<file path="src/rtl/reg_write_arbiter_pkg.sv">
// Shared types for the register-file write-port arbiter.
// WIDTH and SIZE are codebase-wide register-file constants; the FIFO entry
// struct is built from them.
package reg_write_arbiter_pkg;
  localparam int WIDTH = 32;
  localparam int SIZE  = 5;
  localparam int NREGS = 2**SIZE;

  typedef struct packed {
    logic             live;
    logic [SIZE-1:0]  rd;
    logic [WIDTH-1:0] data;
  } wb_entry_t;

  typedef enum logic {SRC_PIPE = 1'b0, SRC_AUX = 1'b1} src_e;
endpackage

</file>
<file path="src/rtl/reg_write_fifo.sv">
// Circular buffer of auxiliary writebacks. Entries can be killed in place
// (live cleared) when a newer pipe write to the same register lands.
// Popped slots are cleared to dead so live_o alone identifies outstanding work.
module reg_write_fifo
  import reg_write_arbiter_pkg::*;
#(
  parameter int DEPTH = 4
) (
  input  logic                              clk,
  input  logic                              reset,
  input  logic                              push_i,
  input  wb_entry_t                         push_entry_i,
  input  logic                              pop_i,
  input  logic                              kill_i,
  input  logic [SIZE-1:0]                   kill_reg_i,
  output wb_entry_t                         head_o,
  output logic [$clog2(DEPTH):0]            count_o,
  output logic [DEPTH-1:0]                  live_o,
  output logic [DEPTH-1:0][SIZE-1:0]        rd_o
);
  localparam int PW = $clog2(DEPTH);
  localparam int CW = PW + 1;

  logic [DEPTH-1:0]            live_q;
  logic [DEPTH-1:0][SIZE-1:0]  rd_q;
  logic [DEPTH-1:0][WIDTH-1:0] data_q;
  logic [PW-1:0]               wr_ptr, rd_ptr;
  logic [CW-1:0]               count_q;

  // Storage, pointers and count; push overrides kill on the slot it writes
  always_ff @(posedge clk or negedge reset) begin
    if (!reset) begin
      live_q  <= '0;
      rd_q    <= '0;
      data_q  <= '0;
      wr_ptr  <= '0;
      rd_ptr  <= '0;
      count_q <= '0;
    end else begin
      for (int i = 0; i < DEPTH; i++)
        if (kill_i && rd_q[i] == kill_reg_i) live_q[i] <= 1'b0;
      if (pop_i) begin
        live_q[rd_ptr] <= 1'b0;
        rd_ptr         <= rd_ptr + 1'b1;
      end
      if (push_i) begin
        live_q[wr_ptr] <= push_entry_i.live;
        rd_q[wr_ptr]   <= push_entry_i.rd;
        data_q[wr_ptr] <= push_entry_i.data;
        wr_ptr         <= wr_ptr + 1'b1;
      end
      count_q <= count_q + CW'(push_i) - CW'(pop_i);
    end
  end

  assign head_o  = '{live: live_q[rd_ptr], rd: rd_q[rd_ptr], data: data_q[rd_ptr]};
  assign count_o = count_q;
  assign live_o  = live_q;
  assign rd_o    = rd_q;
endmodule

</file>
<file path="src/rtl/reg_write_arbiter.sv">
// Single register-file write port shared by the main pipeline (always wins)
// and a buffered auxiliary unit that drains into idle cycles. Exports a
// pending bitmap so decode can stall on registers with queued aux writes.
module reg_write_arbiter
  import reg_write_arbiter_pkg::*;
#(
  parameter int DEPTH = 4
) (
  input  logic                   clk,
  input  logic                   reset,
  input  logic                   pipe_write_i,
  input  logic [SIZE-1:0]        pipe_register_i,
  input  logic [WIDTH-1:0]       pipe_data_i,
  input  logic                   aux_valid_i,
  input  logic [SIZE-1:0]        aux_register_i,
  input  logic [WIDTH-1:0]       aux_data_i,
  output logic                   aux_ready_o,
  output logic                   reg_write_o,
  output logic [SIZE-1:0]        write_register_o,
  output logic [WIDTH-1:0]       write_data_o,
  output logic [NREGS-1:0]       pending_o,
  output logic [$clog2(DEPTH):0] fifo_count_o
);
  localparam int CW = $clog2(DEPTH) + 1;

  wb_entry_t                  head, push_entry;
  logic [DEPTH-1:0]           ent_live;
  logic [DEPTH-1:0][SIZE-1:0] ent_rd;
  logic                       pipe_act, push, pop, head_vld, issue_aux;
  src_e                       src_q;
  logic [NREGS-1:0]           pend;

  // Writes to r0 are architecturally void and never occupy the port
  assign pipe_act   = pipe_write_i && (pipe_register_i != '0);
  assign aux_ready_o = fifo_count_o < CW'(DEPTH);
  assign push       = aux_valid_i && aux_ready_o && (aux_register_i != '0);
  // Same-cycle aux result to the pipe's register is older: keep it dead
  assign push_entry = '{live: !(pipe_act && pipe_register_i == aux_register_i),
                        rd: aux_register_i, data: aux_data_i};
  assign head_vld   = fifo_count_o != '0;
  assign issue_aux  = !pipe_act && head_vld && head.live;
  // Dead heads are discarded even while the pipe owns the port
  assign pop        = head_vld && (!head.live || !pipe_act);

  reg_write_fifo #(.DEPTH(DEPTH)) u_fifo (
    .clk          (clk),
    .reset        (reset),
    .push_i       (push),
    .push_entry_i (push_entry),
    .pop_i        (pop),
    .kill_i       (pipe_act),
    .kill_reg_i   (pipe_register_i),
    .head_o       (head),
    .count_o      (fifo_count_o),
    .live_o       (ent_live),
    .rd_o         (ent_rd)
  );

  // Registered write port; index/data hold when no write issues
  always_ff @(posedge clk or negedge reset) begin
    if (!reset) begin
      reg_write_o      <= 1'b0;
      write_register_o <= '0;
      write_data_o     <= '0;
      src_q            <= SRC_PIPE;
    end else if (pipe_act) begin
      reg_write_o      <= 1'b1;
      write_register_o <= pipe_register_i;
      write_data_o     <= pipe_data_i;
      src_q            <= SRC_PIPE;
    end else if (issue_aux) begin
      reg_write_o      <= 1'b1;
      write_register_o <= head.rd;
      write_data_o     <= head.data;
      src_q            <= SRC_AUX;
    end else begin
      reg_write_o      <= 1'b0;
    end
  end

  // Pending = live buffered entries plus an aux write sitting in the output stage
  always_comb begin
    pend = '0;
    for (int i = 0; i < DEPTH; i++)
      if (ent_live[i]) pend[ent_rd[i]] = 1'b1;
    if (reg_write_o && src_q == SRC_AUX) pend[write_register_o] = 1'b1;
    pend[0] = 1'b0;
  end

  assign pending_o = pend;
endmodule

</file>
<file path="config.mk">
export PLATFORM = sky130hd
export DESIGN_NAME = reg_write_arbiter
export DESIGN_NICKNAME = d
export VERILOG_FILES = /design/src/rtl/reg_write_arbiter_pkg.sv /design/src/rtl/reg_write_fifo.sv /design/src/rtl/reg_write_arbiter.sv
export SDC_FILE = /design/constraint.sdc
export NUM_CORES = 1
export LEC_CHECK = 0
export CAP_MARGIN = 20
export CORE_UTILIZATION = 50
export DETAILED_ROUTE_END_ITERATION = 10
export PLACE_DENSITY = 0.85
export SYNTH_ARGS = -nofsm -noshare
export SYNTH_HDL_FRONTEND = slang
export SYNTH_HIERARCHICAL = 1
export SYNTH_SLANG_ARGS = --single-unit
export TNS_END_PERCENT = 20
</file>
<file path="constraint.sdc">
create_clock -name clk -period 3.9 [get_ports clk]
set_clock_uncertainty 0.15 [all_clocks]
set_input_delay 0.585 -clock clk [delete_from_list [all_inputs] [get_ports clk]]
set_output_delay 0.585 -clock clk [all_outputs]
set_load 0.02 [all_outputs]
</file>
# After elaboration in Yosys (flattened, before gate mapping)
# Index checks and enable logic that the tools add are counted.
# W data, S select, Z words.
[op_classes]
n_mux = 46
order_cmp = 15
bitwise = 6
reduce_logical = 27
add_sub_neg = 4
eq_ne = 5
[ops]
columns = ["op", "n"]
rows = [
  ["$mux W32", 9],
  ["$bwmux W128", 1],
  ["$or A32 B32 Y32", 4],
  ["$bmux W32 S2", 1],
  ["$demux W32 S2", 1],
  ["$lt A5 B6 Y1 const B", 5],
  ["$demux W1 S5", 5],
  ["$eq A5 B5 Y1", 5],
  ["$ge A5 B1 Y1 const B", 5],
  ["$bwmux W20", 1],
  ["$mux W5", 4],
  ["$logic_and A1 B1 Y1", 19],
  ["$mux W1", 16],
  ["$bmux W5 S2", 1],
  ["$demux W5 S2", 1],
  ["$reduce_bool A5 Y1", 2],
  ["$mux W4", 2],
  ["$lt A2 B3 Y1 const B", 2],
  ["$add A2 B1 Y2 const B", 2],
  ["$and A4 B4 Y4", 1],
  ["$bwmux W4", 1],
  ["$demux W1 S2", 2],
  ["$ge A2 B1 Y1 const B", 2],
  ["$not A4 Y4", 1],
  ["8 further kinds", 10],
]
[word_totals]
out_inout_bits = 74
register_bits = 198
in_bits = 78
wordCells = 119

# Depth between registers and ports, before layout
[depth]
ltp_word = 13
ltp_mapped = 12
ltp_nobuf = 11

# By module
# Netlist, hierarchy kept.
[modules_own_cells]
columns = ["mod", "area_each_um2", "seq_area_each_um2", "n_inst", "cells_per_inst"]
rows = [
  ["reg_write_fifo", 7369.6, 3978.8, 1, 444],
  ["reg_write_arbiter", 3354.5, 975.9, 1, 344],
]

# Worst setup path after synthesis
# OpenSTA, ideal clock, no wires.
[synth_path]
kind = "input-to-reg"
startpoint = "input port pipe_register_i[1]"
endpoint = "register u_fifo.count_q[2] (netlist: u_fifo/count_o[2])"
t_required_ns = 3.618
path_stages = 12
t_arrival_ns = 2.884
setup_time_ns = 0.132
setup_slack_ns = 0.734
path_buffers = 1
cell_sequence = "or4_4 -> o21ai_4 -> buf_8 -> inv_4 -> a21oi_2 -> ha_1 -> inv_1 -> ha_1 -> inv_1 -> fa_1 -> xnor2_1 -> xnor2_1"
[synth_between]
elab_chain_cells = 6
[synth_rtl]
columns = ["element", "line_no", "source"]
rows = [
  ["from (decl)", "reg_write_arbiter.sv:12", "input logic [SIZE-1:0] pipe_register_i,"],
  ["$reduce_bool A5 Y1", "reg_write_arbiter.sv:34", "assign pipe_act = pipe_write_i && (pipe_register_i != '0);"],
  ["$logic_and A1 B1 Y1", "reg_write_arbiter.sv:34", ""],
  ["named net pipe_act", "reg_write_arbiter.sv:29", "logic pipe_act, push, pop, head_vld, issue_aux;"],
  ["$logic_not A1 Y1", "reg_write_arbiter.sv:43", "assign pop = head_vld && (!head.live || !pipe_act);"],
  ["$logic_or A1 B1 Y1", "reg_write_arbiter.sv:43", ""],
  ["$logic_and A1 B1 Y1", "reg_write_arbiter.sv:43", ""],
  ["named net pop", "reg_write_arbiter.sv:29", ""],
  ["$sub A3 B1 Y3", "reg_write_fifo.sv:52", "count_q <= count_q + CW'(push_i) - CW'(pop_i);"],
  ["to (signal assigned)", "reg_write_fifo.sv:52", ""],
  ["to (decl)", "reg_write_fifo.sv:28", "logic [CW-1:0] count_q;"],
]
# The timed path passes the listed nets, and every way through them passes these cells.
# A chain may end at the register's enable or synchronous reset.

# Worst setup path after layout
[layout_path]
startpoint = "register u_fifo.rd_q, in the netlist u_fifo/rd_o[4]"
endpoint = "output port pending_o[17]"
[layout_between]
elab_chain_cells = 13
elab_cells_between_ends = 14
[layout_rtl]
columns = ["element", "line_no", "source"]
rows = [
  ["from (decl)", "reg_write_fifo.sv:25", "logic [DEPTH-1:0][SIZE-1:0] rd_q;"],
  ["from (signal, indexed assignment)", "reg_write_fifo.sv:48", "rd_q[wr_ptr] <= push_entry_i.rd;"],
  ["$lt A5 B6 Y1 (not written as such) or $ge A5 B1 Y1 (tied branches)", "reg_write_arbiter.sv:85", "if (ent_live[i]) pend[ent_rd[i]] = 1'b1;"],
  ["$logic_and A1 B1 Y1 (not written as such)", "reg_write_arbiter.sv:85", ""],
  ["$mux W1 (not written as such)", "reg_write_arbiter.sv:85", ""],
  ["$demux W1 S5 (*)", "reg_write_arbiter.sv:85", ""],
  ["$mux W32 (*)", "reg_write_arbiter.sv:85", ""],
  ["$or A32 B32 Y32 (no line)", "-", ""],
  ["$mux W32 (*)", "reg_write_arbiter.sv:85", ""],
  ["$or A32 B32 Y32 (no line)", "-", ""],
  ["$mux W32 (*)", "reg_write_arbiter.sv:85", ""],
  ["$or A32 B32 Y32 (no line)", "-", ""],
  ["$mux W32 (*)", "reg_write_arbiter.sv:85", ""],
  ["$or A32 B32 Y32 (no line)", "-", ""],
  ["$mux W32 (*)", "reg_write_arbiter.sv:86", "if (reg_write_o && src_q == SRC_AUX) pend[write_register_o] = 1'b1;"],
  ["to (decl)", "reg_write_arbiter.sv:21", "output logic [NREGS-1:0] pending_o,"],
]
# Every way passes the cells marked *; elsewhere a longest branch is shown, timed or not.

==> flow_metrics.py <==
metrics = {
    "timing": {
        "fin_setup_tns_ns": 0,
        "setup_viol": 0,
        "timing.final.crit_share": 0.892,
        "fin_ws_ns": 0.423,
        "rsz0062_at_grt": "false",
        "fin_hold_ws_ns": 0.0953,
        "timing.fmax_mhz": 288,
        "min_period_ns": 3.48,
        "tightest_slew_ns": 0.890,
        "slew_viol_final": 0,
        "slew_headroom": 0.407,
        "hold_viol_final": 0,
    },
    "power": {
        "vdd_drop_max_mv": 0.503,
        "p_seq_frac": 0.372,
        "pwr-share-clk": 0.176,
        "p_sw_frac": 0.356,
        "finalPower_mw": 11.1,
        "combPwrFrac": 0.452,
        "p_int_mw": 7.13,
        "p_per_area_nw_per_um2": 840,
        "p_switching_mw": 3.94,
        "leakage_nw": 5.50,
    },
    "yosys": {
        "yosys.cell_count.top_type": "dfrtp_1",
        "ys_top_cells_by_area": "dfrtp_1 (46%), mux2_2 (19%), mux4_2 (8.0%)",
        "yosysTopAreaCellShare": 0.462,
        "synth_cell_types": 56,
        "syn_nets": 877,
        "ys_warn_count": 6,
        "synth-edff-count": 0,
        "async_flop_share": 1.00,
        "synth_area_um2": 10700,
        "avgSynthCellArea_um2": 13.6,
        "synth_common_cells": "dfrtp_1 (198), mux2_2 (181), a22oi_1 (38), mux4_2 (38), mux2_4 (31)",
        "ys.flop_type": "dfrtp_1",
        "synth_cells": 788,
        "ys_seq_area_frac": 0.462,
        "yosys_register_bits": 198,
        "yosysTopAreaCell": "dfrtp_1",
    },
    "global_routing": {
        "first_global_vias": 7997,
        "grt_usage": 0.261,
        "antenna_found_initial": 0,
        "grt_max_degree": 112,
        "grt-ovfl-total": 0,
        "grt_pass1_wl_mm": 44.1,
    },
    "drt": {
        "dr.pass1.iters": 5,
        "vias": 7572,
        "wl_per_cell_um": 22.2,
        "wl_mm": 27.2,
        "drt_iter0_drc": 532,
        "ant_nets": 0,
        "via_per_inst": 6.19,
        "drc": 0,
    },
    "clock_tree": {
        "cts.repair.resized": 0,
        "postCtsHoldBufs": 0,
        "cts_made_buffers": 17,
        "cts_tree": "done",
        "worstSkewPairLatency_ns": 0.43,
        "clock_sinks": 198,
        "root_buffer": "clkbuf_16",
        "cts_setup_buffers": 0,
        "clockBufferDepth": 2,
        "cts-htree-levels": 4,
        "clkTransAtPathRegs_ns": 0.07,
    },
    "floorplan": {
        "die-width_um": 148,
        "pin_count": 152,
        "die_area_um2": 22000,
        "coreArea_um2": 21000,
        "row_count": 53,
        "initial_utilization": 0.510,
        "die_h_um": 148,
    },
    "placed_design": {
        "place_hpwl_mm": 18.3,
        "place_ws_ns": 0.456,
        "gp_congestion": 0.967,
        "dpl_cell_area_um2": 12500,
        "dp_cells": 1191,
        "port_buffers": 150,
    },
    "worst_setup_path": {
        "cp_max_fo": 11,
        "cp-start-kind": "flip-flop",
        "path_cells": "nor4bb_1 -> a22oi_1 -> nand3_1 -> clkdlybuf4s50_1",
        "cp.arrival_ns": 2.74,
        "crit_slowest_cell": "nor4bb_1",
        "crit_type": "reg2out",
        "end_kind": "output pin",
        "path_delay_family": "simple AND/OR/NAND/NOR gates",
        "max_stage_delay_ns": 0.71,
        "path_buf_inv": 1,
        "cp_data_required_time_ns": 3.16,
        "r2r-start": "u_fifo/live_o[1]",
        "startpoint": "u_fifo/rd_o[4]",
    },
    "job": {
        "cap_viol_max_count": 0,
    },
    "status": {
        "outcome": "finished clean",
    },
    "finish": {
        "drive_above_1_share": 0.334,
        "syn2layout_area_growth_pct": 22.8,
        "fin_util": 0.627,
        "seq_area_um2": 4960,
        "antenna_cells": 0,
        "stdcell_area_um2": 13200,
        "stdcell_count": 1223,
        "num-nets-final": 1024,
        "fill_cells": 1560,
        "multiInputGateArea_um2": 5420,
    },
    "hold_path": {
        "hold_path.class": "in2async",
    },
}
## worst register-to-register path, cell delays in order, from the launching register on
cell and delay, ns:
dfrtp_1 0.52, mux4_2 0.57, o31ai_4 0.18, buf_4 0.53, mux2_2 0.44, mux2_2 0.26
## layer usage
layer  track usage  vias to the layer above  share of wire
li1              -                     3307              -
met1         0.333                     3801           0.40
met2         0.434                      391           0.50
met3        0.0488                       73          0.075
met4         0.112                        0          0.030
met5             0                        -              0
## cells in the final DEF, fill, tap and decap left out, types with 7 or more instances in the layout
cell and n:
or3_1 10, buf_4 18, nor3_1 11, clkbuf_16 17, mux4_2 38, nand2b_1 10, xnor2_1 8, xor2_1 21
nand4b_1 10, nor2b_1 8, clkdlybuf4s50_1 149, nand3_1 7, dfrtp_1 196, nand2_1 17, nor4bb_1 12, o211ai_1 15
inv_1 13, o22ai_1 21, mux2_2 181, ha_1 10, mux2_4 31, nor2_1 14, a22oi_1 38
## cell type report
class / count / area share
multi-input cells: 531 / 0.411
flip-flops and latches: 198 / 0.376
repair buffers: 173 / 0.132
clock buffers: 18 / 0.0326
well taps: 275 / 0.0261
clock inverters: 14 / 0.0175
inverters: 14 / 0.00418
## cells by family after synthesis
group	after synthesis	share of synthesized area
buf+inv	59	0.0345
mux	254	0.317
xor+xnor	29	0.0237
compound gates	96	0.0646
flops	198	0.462
other cells	1	0.000350
fa+ha+maj	11	0.0135
simple gates	140	0.0842
## worst paths after layout
path / cells after the start / slack [ns] / to
min in group clk: 1 / 0.35 / u_fifo/data_q[78]
setup / recovery: 4 / 0.42 / pending_o[17]
max in group asynchronous: 2 / 2.59 / u_fifo/data_q[77]
setup reg to reg: 5 / 1.13 / write_data_o[5]
hold reg to reg: 1 / 0.35 / u_fifo/data_q[78]
hold / removal: 1 / 0.1 / u_fifo/data_q[37]
## registers in the layout, indices dropped and copies added (netlist names)
name              count
u_fifo/rd_ptr         2
write_register_o      5
u_fifo/count_o        3
u_fifo/rd_o          20
write_data_o         32
reg_write_o           1
u_fifo/wr_ptr         2
src_q                 1
u_fifo/live_o         4
u_fifo/data_q       128
## power groups by stage
stage / Combinational, mW / Sequential (mW) / Clock [mW]
final: 5.00 / 4.11 / 1.95
after global routing: 5.36 / 4.23 / 2.07
after CTS: 5.02 / 4.08 / 1.99
after detailed placement: 4.99 / 4.09 / 0
after global placement: 4.85 / 4.01 / 0
after floorplan: 3.48 / 3.92 / 0
Power figures use the tool's default switching activity.
